===== src/rtl/divider_32_if.sv =====
// Operand/result handshake bundle shared by the arithmetic-unit blocks.
// The master drives operands and takes results; the slave is the arithmetic block.
interface divider_32_if #(
  parameter int WIDTH = 32
);
  logic [WIDTH-1:0] input_a;
  logic [WIDTH-1:0] input_b;
  logic             input_stb;
  logic             input_ack;
  logic [WIDTH-1:0] output_z;
  logic [WIDTH-1:0] output_r;
  logic             output_dbz;
  logic             output_z_stb;
  logic             output_z_ack;

  modport master (
    output input_a, input_b, input_stb, output_z_ack,
    input  input_ack, output_z, output_r, output_dbz, output_z_stb
  );

  modport slave (
    input  input_a, input_b, input_stb, output_z_ack,
    output input_ack, output_z, output_r, output_dbz, output_z_stb
  );
endinterface


===== src/rtl/divider_32.sv =====
// Sequential unsigned restoring divider: one quotient bit per clock, quotient
// and remainder returned over a strobe/acknowledge handshake.
module divider_32 #(
  parameter int WIDTH = 32
) (
  input  logic       clk,
  input  logic       rst,
  divider_32_if.slave bus
);

  localparam int CNT_W = (WIDTH > 2) ? $clog2(WIDTH) : 1;

  typedef enum logic [1:0] {
    ST_IDLE   = 2'd0,
    ST_DIVIDE = 2'd1,
    ST_DONE   = 2'd2
  } state_t;

  state_t             r_state;
  logic [WIDTH-1:0]   r_div;
  logic [WIDTH-1:0]   r_quot;
  logic [WIDTH-1:0]   r_rem;
  logic [CNT_W-1:0]   r_cnt;
  logic [WIDTH-1:0]   r_z;
  logic [WIDTH-1:0]   r_r;
  logic               r_dbz;

  logic signed [WIDTH:0] w_trial;
  logic                  w_neg;
  logic [WIDTH-1:0]      w_quot_nxt;
  logic [WIDTH-1:0]      w_rem_nxt;
  logic                  w_last;

  // Partial remainder stays below the divisor, so the top bit of the
  // WIDTH+1-bit difference is exactly the borrow, even with divisor MSB set.
  assign w_trial    = $signed({r_rem, r_quot[WIDTH-1]} - {1'b0, r_div});
  assign w_neg      = w_trial[WIDTH];
  assign w_quot_nxt = {r_quot[WIDTH-2:0], ~w_neg};
  assign w_rem_nxt  = w_neg ? {r_rem[WIDTH-2:0], r_quot[WIDTH-1]}
                            : w_trial[WIDTH-1:0];
  assign w_last     = (r_cnt == CNT_W'(WIDTH - 1));

  always_ff @(posedge clk or negedge rst) begin
    if (!rst) begin
      r_state <= ST_IDLE;
      r_div   <= '0;
      r_quot  <= '0;
      r_rem   <= '0;
      r_cnt   <= '0;
      r_z     <= '0;
      r_r     <= '0;
      r_dbz   <= 1'b0;
    end else begin
      case (r_state)
        ST_IDLE: begin
          if (bus.input_stb) begin
            r_div  <= bus.input_b;
            r_quot <= bus.input_a;
            r_rem  <= '0;
            r_cnt  <= '0;
            if (bus.input_b != '0) begin
              r_state <= ST_DIVIDE;
            end else begin
              r_z     <= '1;
              r_r     <= bus.input_a;
              r_dbz   <= 1'b1;
              r_state <= ST_DONE;
            end
          end
        end
        ST_DIVIDE: begin
          r_quot <= w_quot_nxt;
          r_rem  <= w_rem_nxt;
          r_cnt  <= r_cnt + CNT_W'(1);
          if (w_last) begin
            r_z     <= w_quot_nxt;
            r_r     <= w_rem_nxt;
            r_dbz   <= 1'b0;
            r_state <= ST_DONE;
          end
        end
        ST_DONE: begin
          if (bus.output_z_ack) r_state <= ST_IDLE;
        end
        default: r_state <= ST_IDLE;
      endcase
    end
  end

  assign bus.input_ack    = (r_state == ST_IDLE);
  assign bus.output_z_stb = (r_state == ST_DONE);
  assign bus.output_z     = r_z;
  assign bus.output_r     = r_r;
  assign bus.output_dbz   = r_dbz;

endmodule


===== src/flat_wrapper.sv =====
// flat-port wrapper written by rule: the top's interface ports become plain ports
module divider_32_flat 
#(
  parameter int WIDTH = 32
)
  (clk, rst, bus_input_a, bus_input_b, bus_input_stb, bus_output_z_ack, bus_input_ack, bus_output_z, bus_output_r, bus_output_dbz, bus_output_z_stb);
  divider_32_if #(.WIDTH(WIDTH)) bus_i ();
  input  logic clk;
  input  logic rst;
  input wire logic [$bits(bus_i.input_a)-1:0] bus_input_a;
  input wire logic [$bits(bus_i.input_b)-1:0] bus_input_b;
  input wire logic [$bits(bus_i.input_stb)-1:0] bus_input_stb;
  input wire logic [$bits(bus_i.output_z_ack)-1:0] bus_output_z_ack;
  output wire logic [$bits(bus_i.input_ack)-1:0] bus_input_ack;
  output wire logic [$bits(bus_i.output_z)-1:0] bus_output_z;
  output wire logic [$bits(bus_i.output_r)-1:0] bus_output_r;
  output wire logic [$bits(bus_i.output_dbz)-1:0] bus_output_dbz;
  output wire logic [$bits(bus_i.output_z_stb)-1:0] bus_output_z_stb;
  assign bus_i.input_a = bus_input_a;
  assign bus_i.input_b = bus_input_b;
  assign bus_i.input_stb = bus_input_stb;
  assign bus_i.output_z_ack = bus_output_z_ack;
  assign bus_input_ack = bus_i.input_ack;
  assign bus_output_z = bus_i.output_z;
  assign bus_output_r = bus_i.output_r;
  assign bus_output_dbz = bus_i.output_dbz;
  assign bus_output_z_stb = bus_i.output_z_stb;
  divider_32 #(.WIDTH(WIDTH)) u_core (.clk(clk), .rst(rst), .bus(bus_i));
endmodule

===== config.mk =====
export PLATFORM = sky130hd
export DESIGN_NAME = divider_32_flat
export DESIGN_NICKNAME = d
export VERILOG_FILES = /design/src/rtl/divider_32_if.sv /design/src/rtl/divider_32.sv /design/src/flat_wrapper.sv
export SDC_FILE = /design/constraint.sdc
export NUM_CORES = 1
export LEC_CHECK = 0
export ABC_AREA = 1
export CORE_MARGIN = 5
export CORE_UTILIZATION = 40
export DETAILED_ROUTE_END_ITERATION = 12
export DONT_BUFFER_PORTS = 1
export PLACE_DENSITY = 0.62
export SETUP_SLACK_MARGIN = 0.02
export SYNTH_ARGS = -nofsm -noshare
export SYNTH_HDL_FRONTEND = slang
export SYNTH_SLANG_ARGS = --single-unit

===== constraint.sdc =====
create_clock -name clk -period 3.6 [get_ports clk]
set_input_delay 0.72 -clock clk [delete_from_list [all_inputs] [get_ports clk]]
set_output_delay 0.72 -clock clk [all_outputs]
set_load 0.02 [all_outputs]

# After elaboration in Yosys (flattened, before gate mapping)
# Cells that the tools add are included.
[classes]
mul = 0
bitwise_logic = 1
n_eq_ne = 7
addsub = 2
n_lt_le_gt_ge = 0
div_mod_pow = 0
mux = 24
reduce_logical = 7
shifts = 0
[op_table]
columns = ["operator", "count"]
rows = [
  ["$mux 32", 9],
  ["$pmux 32 s2", 4],
  ["$sub 33x32->33", 1],
  ["$reduce_bool 32->1", 1],
  ["$pmux 5 s2", 1],
  ["$mux 2", 4],
  ["$ne 2x2->1 const B", 3],
  ["$pmux 2 s3", 1],
  ["$add 5x1->5 const B", 1],
  ["$eq 5x5->1 const B", 1],
  ["$mux 5", 1],
  ["$reduce_and 2->1", 2],
  ["$reduce_and 4->1", 1],
  ["$mux 1", 3],
  ["$reduce_and 3->1", 1],
  ["$eq 2x1->1 const B", 1],
  ["$eq 2x2->1 const B", 1],
  ["$logic_not 2->1", 1],
  ["$ne 2x1->1 const B", 1],
  ["$pmux 1 s2", 1],
  ["$reduce_bool 2->1", 1],
  ["$not 1->1", 1],
]
[word_totals]
latchBits = 0
memories = 0
register_bits = 168
mem_bits_rw = 0
rom_bits = 0
word_cells = 49

# Logic depth before layout (Yosys ltp)
# Gate-level depths: netlist of the first run.
[logic_depth]
ltp_word = 4
depth_mapped = 19
ltp_nobuf = 18

# Worst setup path after synthesis of the first run
# No wires, ideal clock.
[synth_path]
kind = "register to register"
from = "reg u_core.r_quot[31]"
to = "reg u_core.r_r[5] (netlist: u_core.bus.output_r[5])"
setup_time_ns = 0.113
arrival_ns = 2.071
synth_period_minus_slack_ns = 2.184
required_time_ns = 3.487
path_buffers = 1
setup_slack_ns = 1.416
path_stages_with_launch = 20
cell_sequence = "dfrtp_1 > inv_1 > ha_1 > inv_1 > fa_1 > nand2_1 > nand2_1 > nand3_2 > nand2_2 > nand2_2 > nand2_2 > nand2_2 > nand2_2 > nand2_1 > nand2_4 > buf_6 > nand3_1 > nand3_1 > nand2_1 > inv_1"
[synth_between]
elab_chain_len = 4
[synth_rtl]
columns = ["element", "line", "rtl"]
rows = [
  ["from (decl)", "divider_32.sv:21", "logic [WIDTH-1:0] r_quot;"],
  ["from (signal assigned)", "divider_32.sv:58", "r_quot <= bus.input_a;"],
  ["from (signal assigned)", "divider_32.sv:72", "r_quot <= w_quot_nxt;"],
  ["$sub 33x32->33", "divider_32.sv:36", "assign w_trial = $signed({r_rem, r_quot[WIDTH-1]} - {1'b0, r_div});"],
  ["$mux 32", "divider_32.sv:39", "assign w_rem_nxt = w_neg ? {r_rem[WIDTH-2:0], r_quot[WIDTH-1]}"],
  ["$mux 32", "divider_32.sv:75", "if (w_last) begin"],
  ["$pmux 32 s2", "divider_32.sv:54", "case (r_state)"],
  ["to (signal assigned)", "divider_32.sv:65", "r_r <= bus.input_a;"],
  ["to (signal assigned)", "divider_32.sv:77", "r_r <= w_rem_nxt;"],
  ["to (decl)", "divider_32.sv:25", "logic [WIDTH-1:0] r_r;"],
]
# No other way between the ends. The select of a mux whose other input is x is not followed.
# A chain may end at the register's enable or synchronous reset.

# Worst setup path after layout of the first run
[layout_path]
from = "in bus_input_b[21]"
to = "reg u_core.r_r[11] (netlist: u_core.bus.output_r[11])"
[layout_between]
elab_chain_len = 3
[layout_rtl]
columns = ["element", "line", "rtl"]
rows = [
  ["from (decl)", "flat_wrapper.sv:11", "input wire logic [$bits(bus_i.input_b)-1:0] bus_input_b;"],
  ["$reduce_bool 32->1", "divider_32.sv:61", "if (bus.input_b != '0) begin"],
  ["$ne 2x2->1 (no line)", "n/a", ""],
  ["$reduce_and 4->1 (no line)", "n/a", ""],
]
# No other way between the ends.

==> impl_summary.md, run 1 <==
Setup path
The worst reg-to-reg setup slack is 0.77 ns. The endpoint arrival time on the critical path is 3.33 ns. The largest individual stage delay along the critical path comes from the cell nor4_1. The signal on the critical path passes through nor4_1 > nand3_1 > o21ai_1 > nand3_4 > buf_12 > nor2_1 > nand3_1 > nand2_1 > inv_1.

Counting stages on the worst path, the most repeated cell is nand3_1. STA classifies the critical path startpoint as an input port. Counting both buffers and inverters, the worst setup path holds a total of 2. The data required time at the worst endpoint is 3.92 ns. The kind of cell adding the most delay to the critical path is simple AND/OR/NAND/NOR gates.

Along the worst path, the maximum fanout reaches 85. The path type of the worst setup path is input port to register. The type of element capturing the critical path is a register. The largest stage delay on the critical path is 0.96 ns.

Yosys
The synthesized area per cell is 6.911 um2. Of the synthesized area, sequential elements account for 40.23%. In the synthesized netlist, the cells that appear most often are nand2_1 (436), inv_1 (348), dfrtp_1 (168). The count of unique library cells instantiated by Yosys is 36. By instance count, the leading cell after synthesis is nand2_1. The synthesis-stage register bit count is 168. Synthesis handed over a netlist of 1512 instances.

During synthesis, Yosys emitted a total of 0 warnings. Yosys attributes the largest share of cell area to dfrtp_1 (40%), nand2_1 (16%), inv_1 (13%). The share of Yosys cell area claimed by the top area cell type is 40.23%. The number of nets handed over by synthesis was 1615. The leading register cell type out of synthesis is dfrtp_1. The synthesized netlist occupies a cell area of 10450 um2.

The fraction of registers with async set/reset is 100.0%. The synthesized design spends more area on one cell type than any other, namely dfrtp_1. Counting flops with a built-in enable in the synthesized netlist gives 0.

Clock tree
The TritonCTS clock tree is yes. The CTS sink count is 168. The clock latency of the later-clocked register in the worst-skew pair is 0.43 ns. The total CTS buffers is 17. The quantity of gates resized following cts is 0. In this run the deepest clock path goes through 2 buffers. The buffer cell driving the clock tree root is clkbuf_16. The clock edge transition at the registers on the reported setup and hold paths is 0.08 ns.

In this run the number of H-tree levels came out at 4.

STA
Setup repair after global routing left no endpoint under its margin. The hold violation total from the final report is 9. The sum of negative setup slack is 0 ns.

Setup slack on the critical path of the routed design comes to 0.5903 ns. Across all hold checks on the routed design, the worst slack comes to -0.02104 ns. The final count of negative-setup-slack endpoints is 0. The number of max-slew violations in the final report came to 0. Based on the critical path, the design can be clocked at up to 332.3 MHz. The clock period minus final worst setup slack is 3.010 ns. The share of the clock period used by the worst path is 83.60%. The transition at the pin with the smallest max-transition slack is 1.173 ns. Across the routed clock network, the largest skew measured is 0.01226 ns.

The remaining max-slew budget at the tightest pin is 21.08%.

Layout
The number of standard cells in the final layout excluding fillers is 1834. Once layout is complete, the utilization of the core stands at 43.53%. From synthesis to final layout, the design area changed by 7.951%. 0 antenna diodes ended up in the layout. At the end of the flow, the number of nets in the layout was 1590. The ratio of cells with drive above 1 in the final layout is 5.737%. The summed area of non-filler cells in the final layout is 11280 um2.

Global routing
The via count of the first global-routing pass is 8780. For this run, the total global-route usage over all layers was measured as 20.40%. The number of antenna violations at the first check in global routing is 0. The global-route congestion overflow total is 0. Entering global routing, the biggest net connects 169 pins. The global-route wire length before repair is 47380 um.

Route
After detailed routing, the number of remaining DRC violations is 0. The number of vias in the routed layout is 9016. The detailed-router iteration count before antenna repair is 6. The count of nets left with antenna violations once routing finished came out at 0. Dividing the detail-routed wire length by the instance count gives 16.05 um.

After detailed routing, the number of vias per cell comes to 4.916. The detailed router finished its first iteration with 588 violations. The post-detailed-routing wire length is 29430 um.

Die
135 I/O pins were placed. The die outline width is 171.6 um. The core region is 25910 um2. The area enclosed by the die boundary is 29450 um2. The floorplan has 59 rows. The starting density of the core is 40.33%. The floorplan step set the die height to 171.6 um.

Placed design
Summed over all nets, the half-perimeter wirelength after detailed placement is 22000 um. Input and output buffers added on the ports amount to 0. The number of placed cells counting well taps is 1803. The instance area at placement is 10680 um2.

Timing analysis after detailed placement gives a worst setup slack of 0.1149 ns. The congestion estimate from routability-driven global placement came to 0.9411.

Pwr
For this design the static power due to leakage is 6.540 nW. The post-layout total power is 11.42 mW. The maximum resistive drop on vdd is 442.8 uV. In this run the power density over the cells is 1012 nW/um2.

Outcome
The checks that failed: negative hold slack. The flow ran to the end, but the final reports show violations.

Hold path
The min-delay analysis places its worst path in the category input port to asynchronous set/reset pin.

Flow run
Max-cap violations in this run came to 0.
[worst paths after layout]
check / depth (start not counted) / start / endpoint
setup / recovery: 9 / bus_input_b[21] / u_core.bus.output_r[11]$_DFFE_PN0P_
hold / removal: 0 / rst / u_core.bus.output_z[22]$_DFFE_PN0P_
setup reg to reg: 6 / u_core.r_state[1]$_DFFE_PN0P_ / u_core.r_cnt[4]$_DFFE_PN0P_
hold reg to reg: 2 / u_core.r_div[31]$_DFFE_PN0P_ / u_core.r_div[31]$_DFFE_PN0P_
max in group asynchronous: 0 / rst / u_core.r_rem[4]$_DFFE_PN0P_
min in group clk: 2 / bus_input_b[25] / u_core.r_div[25]$_DFFE_PN0P_
[metal layers]
metal | up-vias | global-route usage [%] | wire length [um]
met5 | - | 0 | 0
met2 | 178 | 32.62 | 13600
met4 | 0 | 4.788 | 428
met3 | 28 | 4.689 | 1623
li1 | 4555 | - | -
met1 | 4255 | 28.29 | 13780
[cell type report]
class,count,area [um2]
flip-flops and latches,168,4204
well taps,335,419.2
clock inverters,13,157.7
repair buffers,6,57.56
multi-input cells,939,4669
inverters,355,1333
fillers,2641,14630
clock buffers,18,439.2
[flip-flops by register name (all words and copies together) (netlist names)]
signal,cells
u_core.bus.output_r,32
u_core.bus.output_z,32
u_core.r_div,32
u_core.r_quot,32
u_core.r_rem,32
u_core.r_cnt,5
u_core.r_state,2
u_core.bus.output_dbz,1
[logic make-up after synthesis]
| family | Yosys count | synth area share (%) |
|---|---|---|
| simple gates | 732 | 30.40 |
| buf+inv | 405 | 15.27 |
| flops | 168 | 40.23 |
| compound gates | 156 | 8.490 |
| fa+ha+maj | 35 | 4.263 |
| xor+xnor | 16 | 1.341 |
[what timing repair did]
item	CTS	global route
endpoints found under the setup margin	0	0
endpoints found under the hold margin	168	125
buffers inserted	0	0
[worst register-to-register path: stages, from the launching register on]
cell     delay [ns]
dfrtp_1        0.43
nor2_1         0.67
nand2_2        0.13
nand2_2        0.16
buf_4          0.50
inv_2          0.49
a22o_1         0.32
[cell usage in the layout, fill, tap and decap left out, types with 2 or more instances in the layout]
cell and count:
nand2_1 434, inv_1 348, dfrtp_1 168, nand3_1 136
nor2_1 92, o21ai_0 80, a21oi_1 34, ha_1 34
a22oi_1 32, nand3_2 21, clkbuf_16 17, xor2_1 16
nand2_2 12, nand4_1 10, nor3_1 9, inv_2 7
and2_1 6, inv_6 6, buf_4 5, nor4_1 4
nor2_4 3, a22o_1 2, a21oi_2 2, a21o_1 2
nand2_4 2, bufinv_16 2, clkinv_2 2
[power by group]
group / total (mW) / internal [mW] / switching [mW]
Clock: 1.92 / 1.06 / 0.861
Sequential: 3.36 / 2.62 / 0.746
Combinational: 6.14 / 1.86 / 4.28
Total: 11.4 / 5.53 / 5.89
No activity file was read; power rests on OpenSTA's default activity.
==> run 2: changes to the inputs <==
--- a/config.mk
+++ b/config.mk
@@ -5,12 +5,12 @@
 export SDC_FILE = /design/constraint.sdc
 export NUM_CORES = 1
 export LEC_CHECK = 0
-export ABC_AREA = 1
+export ABC_AREA = 0
 export CORE_MARGIN = 5
 export CORE_UTILIZATION = 40
 export DETAILED_ROUTE_END_ITERATION = 12
 export DONT_BUFFER_PORTS = 1
-export PLACE_DENSITY = 0.62
+export PLACE_DENSITY = 0.64
 export SETUP_SLACK_MARGIN = 0.02
 export SYNTH_ARGS = -nofsm -noshare
 export SYNTH_HDL_FRONTEND = slang
==> constraint.sdc (replaced) <==
create_clock -name clk -period 2.55 [get_ports clk]
set_input_delay 0.51 -clock clk [delete_from_list [all_inputs] [get_ports clk]]
set_output_delay 0.51 -clock clk [all_outputs]
set_load 0.02 [all_outputs]
==> run 2 against run 1 <==
The flow finishes with violations (negative hold slack, negative setup slack). Sequential share of layout area is 2.6 points lower. Via count is 11% lower. Cell count fell by 19%. Area after synthesis fell by 12%. Highest routed layer unchanged.
==> impl_summary.md, run 2 <==
Yosys
Of all flip-flops after synthesis, the portion carrying an async set or reset was 100.0%. The top cell type by area accounts for 45.80% of the synthesized area. The number of warning messages in the yosys log is 0.

Summing the areas of all xor and xnor instances in the mapped netlist gives 2.576% of the synthesized area. The leading register cell type out of synthesis is dfrtp_1. Sorting the synthesized cells by area gives the leading types as dfrtp_1 (46%), nand2_1 (6.3%), a21oi_1 (5.4%).

In this run the cell area of the synthesized design comes to 9180 um2. Each instance of the synthesized netlist takes up on average 8.895 um2. The largest total area in the synthesized netlist belongs to dfrtp_1. The commonest cells after synthesis are dfrtp_1 (168), nand2_1 (154), nor2_1 (108). The sequential fraction of the synthesis area is 45.80%.

The number of flops mapped to enable cells by yosys is 0. Synthesis produced a netlist with a net count of 1135. The mux contribution to synthesized area is 4.661%.

The synthesized netlist devotes 4.852% of its cell area to adder and majority cells. The count of unique library cells instantiated by Yosys is 64. The synthesized design contains 168 register bits. The post-synthesis instance total is 1032.

The compound-cell area share of the yosys netlist is 21.55%. The most common cell in the synthesized netlist is dfrtp_1. After synthesis, the largest family of logic cells by area is compound AO/OA/AOI/OAI gates.

The share of synthesized cell area in and, or, nand and nor gates is 15.92%.

Hold path
The path class of the tightest hold or removal check is input port to asynchronous set/reset pin.

Global routing
The via count of the first global-routing pass was 8305. Entering global routing, the biggest net connects 169 pins. After global routing the overflow that remains totals 0.

Global routing used 21.79% of the available tracks across all layers. The first global-routing pass estimated 45020 um of wire. The number of antenna violations at the first check in global routing came to 0.

Outcome
The run finished, with violations left. The checks that failed: negative hold slack, negative setup slack.

Die
During I/O placement, the number of pins put on the boundary was 135. The starting density of the core is 40.55%. In this run the vertical extent of the chip is 161.5 um. The area enclosed by the die boundary is 26080 um2. The standard cell core area is 22640 um2.

The number of cell rows is 55. The die outline width is 161.5 um.

Flow run
Across the run, the number of max-cap violations was 0.

Clock tree
Clock latency on the worst-skew pair, taken at its later pin, is 0.44 ns. The buffer cell driving the clock tree root is clkbuf_16. After clock tree synthesis, the clock-pin slew on the worst setup and hold paths is 0.07 ns. The TritonCTS clock tree is yes. The H-tree was split into 4 levels. The CTS sink count is 168.

The total CTS buffers is 17. The clock passes through at most 2 buffers.

Setup path
The path type of the worst setup path is register to register. Data on the critical path is required at its endpoint by 2.88 ns. In this design, the stage delay of the slowest critical-path cell is 0.39 ns. The type of element capturing the critical path is a register.

Along the worst path, the maximum fanout reaches 5. The critical path goes through inv_2 > ha_4 > inv_2 > fa_2 > a211oi_2 > o211ai_1 > nand4_1 > nand4_1 > a211oi_4 > buf_6 > buf_4 > mux2i_2 > o211ai_1 > o21a_1. The endpoint arrival time on the critical path is 3.32 ns. The critical path startpoint category is a register.

The slowest stage of the critical path belongs to the cell dfrtp_1.

STA
The clock skew is 0.02450 ns. For the pin with the worst max-slew slack, the measured transition is 1.160 ns. The hold violation total from the final report is 168. The final count of negative-setup-slack endpoints is 66. After layout, the worst path uses 117.3% of the clock period.

The slack of the critical path is -0.4422 ns. Across all hold checks on the routed design, the worst slack comes to -0.2386 ns. The number of max-slew violations in the final report is 0.

The fmax is 334.2 MHz. The clock period minus final worst setup slack is 2.992 ns. Setup repair after global routing could not meet its margin everywhere. The worst pin sits at a relative slew slack of 22.44%.

Layout
The end-of-flow core utilization is 53.56%. The total of fill cells in the finished design is 2024. The area growth from synthesis to layout is 32.10%. The net count of the finished layout is 1298. The most common cell after layout, fill and taps aside is buf_4. Cells with a size suffix above 1 make up 26.32% of the layout. The number of inserted diodes is 0. In the layout the commonest cells are buf_4 (175), dfrtp_1 (168), nand2_1 (153). Leaving out filler cells and counting taps, the final layout contains 1493.

Route
The routed wirelength normalized by instance count is 18.97 um. The detailed-router iteration count before antenna repair is 5. The number of vias in the routed layout is 8069.

For this block, the routed nets add up to 28320 um of wire. The number of DRC markers in iteration 0 is 599. In this run the remaining antenna-violating nets after routing total 0. For this run, design rule violations remaining after detail routing come to 0. The post-detailed-route via-to-cell ratio is 5.405.

Placed design
At the end of routability-driven placement, the weighted congestion stood at 0.9266. The total half-perimeter wirelength after legalization and detailed placement is 20640 um. During placement, the flow inserted port buffers numbering 0. In this run, placement finished with an instance count of 1449.
-- run 2: cell count changes after synthesis, sizes merged, moves of 13 or more --
cell	before	now
inv	355	39
a21o	2	32
nand3	158	8
o21a	0	17
o211ai	0	13
a22oi	32	2
a21oi	36	99
a31oi	0	15
nand2	448	155
clkbuf	29	45
mux2i	0	36
-- run 2: layer usage --
metal  routed length [um]  GRT usage (%)  vias to the layer above
li1                     -              -                     3962
met3                 1614          6.430                       51
met4                  917          7.832                        0
met1                11480          25.85                     3872
met2                14300          37.60                      184
met5                    0              0                        -
-- run 2: path summary, 6_finish.rpt --
kind,start,endpoint,slack (ns),cells after the start
setup reg to reg,u_core.r_quot[31]$_DFFE_PN0P_,u_core.bus.output_r[13]$_DFFE_PN0P_,-0.44,14
min in group clk,bus_input_b[31],u_core.r_div[31]$_DFFE_PN0P_,0.19,2
max in group asynchronous,rst,u_core.bus.output_r[2]$_DFFE_PN0P_,2.54,0
hold reg to reg,u_core.r_quot[4]$_DFFE_PN0P_,u_core.r_quot[4]$_DFFE_PN0P_,0.51,2
setup / recovery,u_core.r_quot[31]$_DFFE_PN0P_,u_core.bus.output_r[13]$_DFFE_PN0P_,-0.44,14
hold / removal,rst,u_core.bus.output_z[29]$_DFFE_PN0P_,-0.24,0
-- run 2: cell families after synthesis --
group / count (synthesis)
flip-flops: 168
XOR/XNOR: 27
multiplexers: 42
adder cells (fa/ha/maj): 35
AND/OR/NAND/NOR: 337
buffers and inverters: 101
AO/OA/AOI/OAI: 322
-- run 2: through the flow --
| stage | worst slack (ns) | setup TNS [ns] | hold WS, ns | instance area [um2] |
|---|---|---|---|---|
| global placement | -0.5280 | -19.33 | 0.2221 | 10960 |
| finish | -0.4422 | -21.96 | -0.2386 | 12130 |
| detailed placement | -0.4905 | -24.59 | 0.2207 | 10960 |
| global route | -0.5741 | -30.82 | -0.2682 | 12130 |
| CTS | -0.4564 | -22.45 | -0.2556 | 11950 |
| floorplan | -0.2825 | -5.369 | 0.2144 | 9265 |
-- run 2: worst max-delay path: cells and delay by family (launching register included) --
family,cells,cell delay (ns)
DFF,1,0.39
adders and majority gates,2,0.47
AOI/OAI and AO/OA,5,1.00
and+or+nand+nor,2,0.33
muxes,1,0.23
buffers and inverters,4,0.46
-- run 2: area by class of cell --
cell class / instances / area (um2) / share of cell area (%)
clock buffers: 17 / 425.4 / 3.508
flip-flops and latches: 168 / 4204 / 34.67
inverters: 39 / 146.4 / 1.207
multi-input cells: 763 / 5001 / 41.24
repair buffers: 206 / 1788 / 14.74
clock inverters: 15 / 205.2 / 1.692
well taps: 285 / 356.6 / 2.941
-- run 2: timing repair --
| item | 4_1_cts | 5_1_grt |
|---|---|---|
| hold endpoints to repair | 168 | 168 |
| setup buffers | 7 | 9 |
| setup endpoints to repair | 66 | 66 |
| resized for setup | 52 | 39 |
| pin swaps | 11 | 19 |
| gates cloned | 3 | 0 |
Power of run 2 is not shown: default switching activity piles up to over one toggle a cycle in this logic, so the estimate is an artifact.
==> run 3: changes to the inputs <==
==> constraint.sdc (replaced) <==
create_clock -name clk -period 2.4 [get_ports clk]
set_input_delay 0.48 -clock clk [delete_from_list [all_inputs] [get_ports clk]]
set_output_delay 0.48 -clock clk [all_outputs]
set_load 0.02 [all_outputs]
==> run 3 against run 2 <==
The run still ends with negative hold slack, negative setup slack left. Clock-buffer cell count is 1 higher. Hold slack got worse by 0.016 ns. Core utilization is 0.48 points lower. Maximum frequency shrank 1.5%. Sequential share of layout area rose by 0.31 points. Worst setup slack worse by 0.19 ns. Clock skew shrank 0.014 ns. Critical path type unchanged. Critical endpoint is now u_core.bus.output_r[0]$_DFFE_PN0P_. Largest cell class unchanged.
==> impl_summary.md, run 3 (synthesized netlist as in run 2, its figures left out) <==
Die
The area enclosed by the die boundary is 26080 um2. The floorplan step set the die height to 161.5 um. For this design the top-level I/O count stands at 135. The starting density of the core is 40.55%. The die outline width is 161.5 um.

The standard cell core area is 22640 um2. After floorplanning, the core was divided into 55 placement rows.

STA
The number of max-slew violations in the final report is 0. The slack of the critical path is -0.6363 ns. The clock period minus final worst setup slack is 3.036 ns. The worst path uses 126.5% of the clock period. Setup violations remaining at the end of the flow were counted as 66.

The remaining max-slew budget at the tightest pin is 33.56%. At the pin with the least slew margin, the transition time is 0.9939 ns. The tightest hold margin is -0.2542 ns. The hold violation total from the final report came to 168. Setup repair after global routing could not meet its margin everywhere. The fmax is 329.3 MHz. Clock skew on the completed layout was measured at 0.01077 ns.

Outcome
The final reports fail on negative hold slack, negative setup slack. The run finished, with violations left.

Setup path
The worst register-to-register path begins at u_core.r_rem[25]$_DFFE_PN0P_. The worst setup path is of the register to register kind. The endpoint arrival time on the critical path is 3.41 ns.

The type of element capturing the critical path is a register. Of all nets on the critical path, the largest fanout is 7. In this run the critical register-to-register path is captured at u_core.bus.output_r[0]$_DFFE_PN0P_. The worst register-to-register path has a setup slack of -0.64 ns. Counting cells, the worst reg-to-reg path comes to 11.

The critical path startpoint category is a register. At the worst endpoint, the required time is 2.77 ns.

Hold path
The path class of the tightest hold or removal check is input port to asynchronous set/reset pin.

Global routing
Entering global routing, the biggest net connects 169 pins. The number of antenna violations at the first check in global routing is 0. The via count of the first global-routing pass was 8280. After global routing the overflow that remains totals 0. The first global-routing pass estimated 44880 um of wire. Global routing used 21.68% of the available tracks.

Layout
The ratio of cells with drive above 1 in the final layout is 26.20%. The total of fill cells in the finished design is 2083. The library cells used most frequently in the layout, excluding fill and tap cells, are buf_4 (210), dfrtp_1 (168), nand2_1 (153).

The area growth from synthesis to layout is 30.93%. The library cell used most frequently in the layout, excluding fill and tap cells, is buf_4. The number of inserted diodes is 0. Measured on the finished design, the core utilization comes to 53.09%. The net count of the finished layout is 1315.

Clock tree
The TritonCTS clock tree is yes. The clock edge transition at the registers on the reported setup and hold paths is 0.07 ns. The H-tree generated during clock tree synthesis spans 4 levels. Counting along the longest clock path gives a buffer depth of 2. The clock latency of the later-clocked register in the worst-skew pair is 0.44 ns.

Buffers inserted during clock tree synthesis total 17. The CTS sink count is 168. The buffer cell driving the clock tree root is clkbuf_16.

Route
The number of vias in the routed layout is 8088. The detailed-router iteration count before antenna repair is 5. Once detail routing completed, the nets flagged for antenna violations numbered 0. In the routed layout, each cell is associated on average with a via count of 5.356. The post-route DRC violation count is 0. The post-detailed-routing wire length is 28660 um. In the final routed layout, each cell accounts on average for 18.98 um. The number of DRC markers in iteration 0 is 541.

Flow run
The number of maximum-capacitance constraint violations is 0.

Placed design
The HPWL after detailed placement is 21090 um. The count of buffers from port buffering is 0. The congestion estimate from routability-driven global placement came to 0.8984.
run 3: cell type report:
class                   count  area (um2)  area share, %
multi-input cells         763        4885          40.64
flip-flops and latches    168        4204          34.98
repair buffers            223        1841          15.31
clock buffers              18       429.2          3.571
well taps                 285       356.6          2.967
clock inverters            14       157.7          1.312
inverters                  39       146.4          1.218
run 3: repair_timing:
item                                    in CTS  in global routing
gates cloned                                 1                  1
pin swaps                                    4                  1
resized for setup                           27                 27
hold endpoints to repair                   168                168
endpoints found under the setup margin      66                 66
buffers inserted                             4                  7
run 3: critical path, cell delays in order (launching register included):
cell      delay, ns
dfrtp_1        0.42
ha_1           0.36
and4_4         0.21
a211o_1        0.28
o221a_1        0.24
o21a_1         0.21
a211oi_4       0.28
buf_4          0.16
buf_12         0.15
mux2_2         0.36
a21oi_1        0.14
mux2_2         0.16
run 3: stage by stage:
step | cell area [um2] | cells | setup WS (ns) | TNS, ns | hold WS [ns]
final | 12020 | 1510 | -0.6363 | -33.58 | -0.2542
after detailed placement | 11070 | 1465 | -0.6418 | -32.81 | 0.1962
after global placement | 11070 | 1465 | -0.5914 | -29.47 | 0.1951
after global routing | 12020 | 1510 | -0.7412 | -41.42 | -0.2780
after CTS | 11790 | 1502 | -0.5444 | -29.13 | -0.2713
after floorplan | 9269 | 1032 | -0.4325 | -15.06 | 0.1844
run 3: routing by layer:
| layer | GRT usage, % | vias to the layer above | wire, um |
|---|---|---|---|
| met2 | 37.33 | 196 | 14420 |
| li1 | - | 3979 | - |
| met5 | 0 | - | 0 |
| met1 | 26.70 | 3870 | 11870 |
| met3 | 4.848 | 43 | 1559 |
| met4 | 7.949 | 0 | 812 |
run 3: worst max path at each step:
stage	start	end	slack (ns)	cells after the start
after floorplan	u_core.r_rem[22]$_DFFE_PN0P_	u_core.bus.output_r[3]$_DFFE_PN0P_	-0.43	11
after global placement	u_core.r_quot[31]$_DFFE_PN0P_	u_core.bus.output_r[13]$_DFFE_PN0P_	-0.59	13
after detailed placement	u_core.r_quot[31]$_DFFE_PN0P_	u_core.bus.output_r[13]$_DFFE_PN0P_	-0.64	13
after CTS	u_core.r_quot[31]$_DFFE_PN0P_	u_core.bus.output_r[0]$_DFFE_PN0P_	-0.54	13
after global routing	u_core.r_quot[31]$_DFFE_PN0P_	u_core.bus.output_r[3]$_DFFE_PN0P_	-0.74	14
final	u_core.r_rem[25]$_DFFE_PN0P_	u_core.bus.output_r[0]$_DFFE_PN0P_	-0.64	11
Power of run 3 is left out for the same reason.
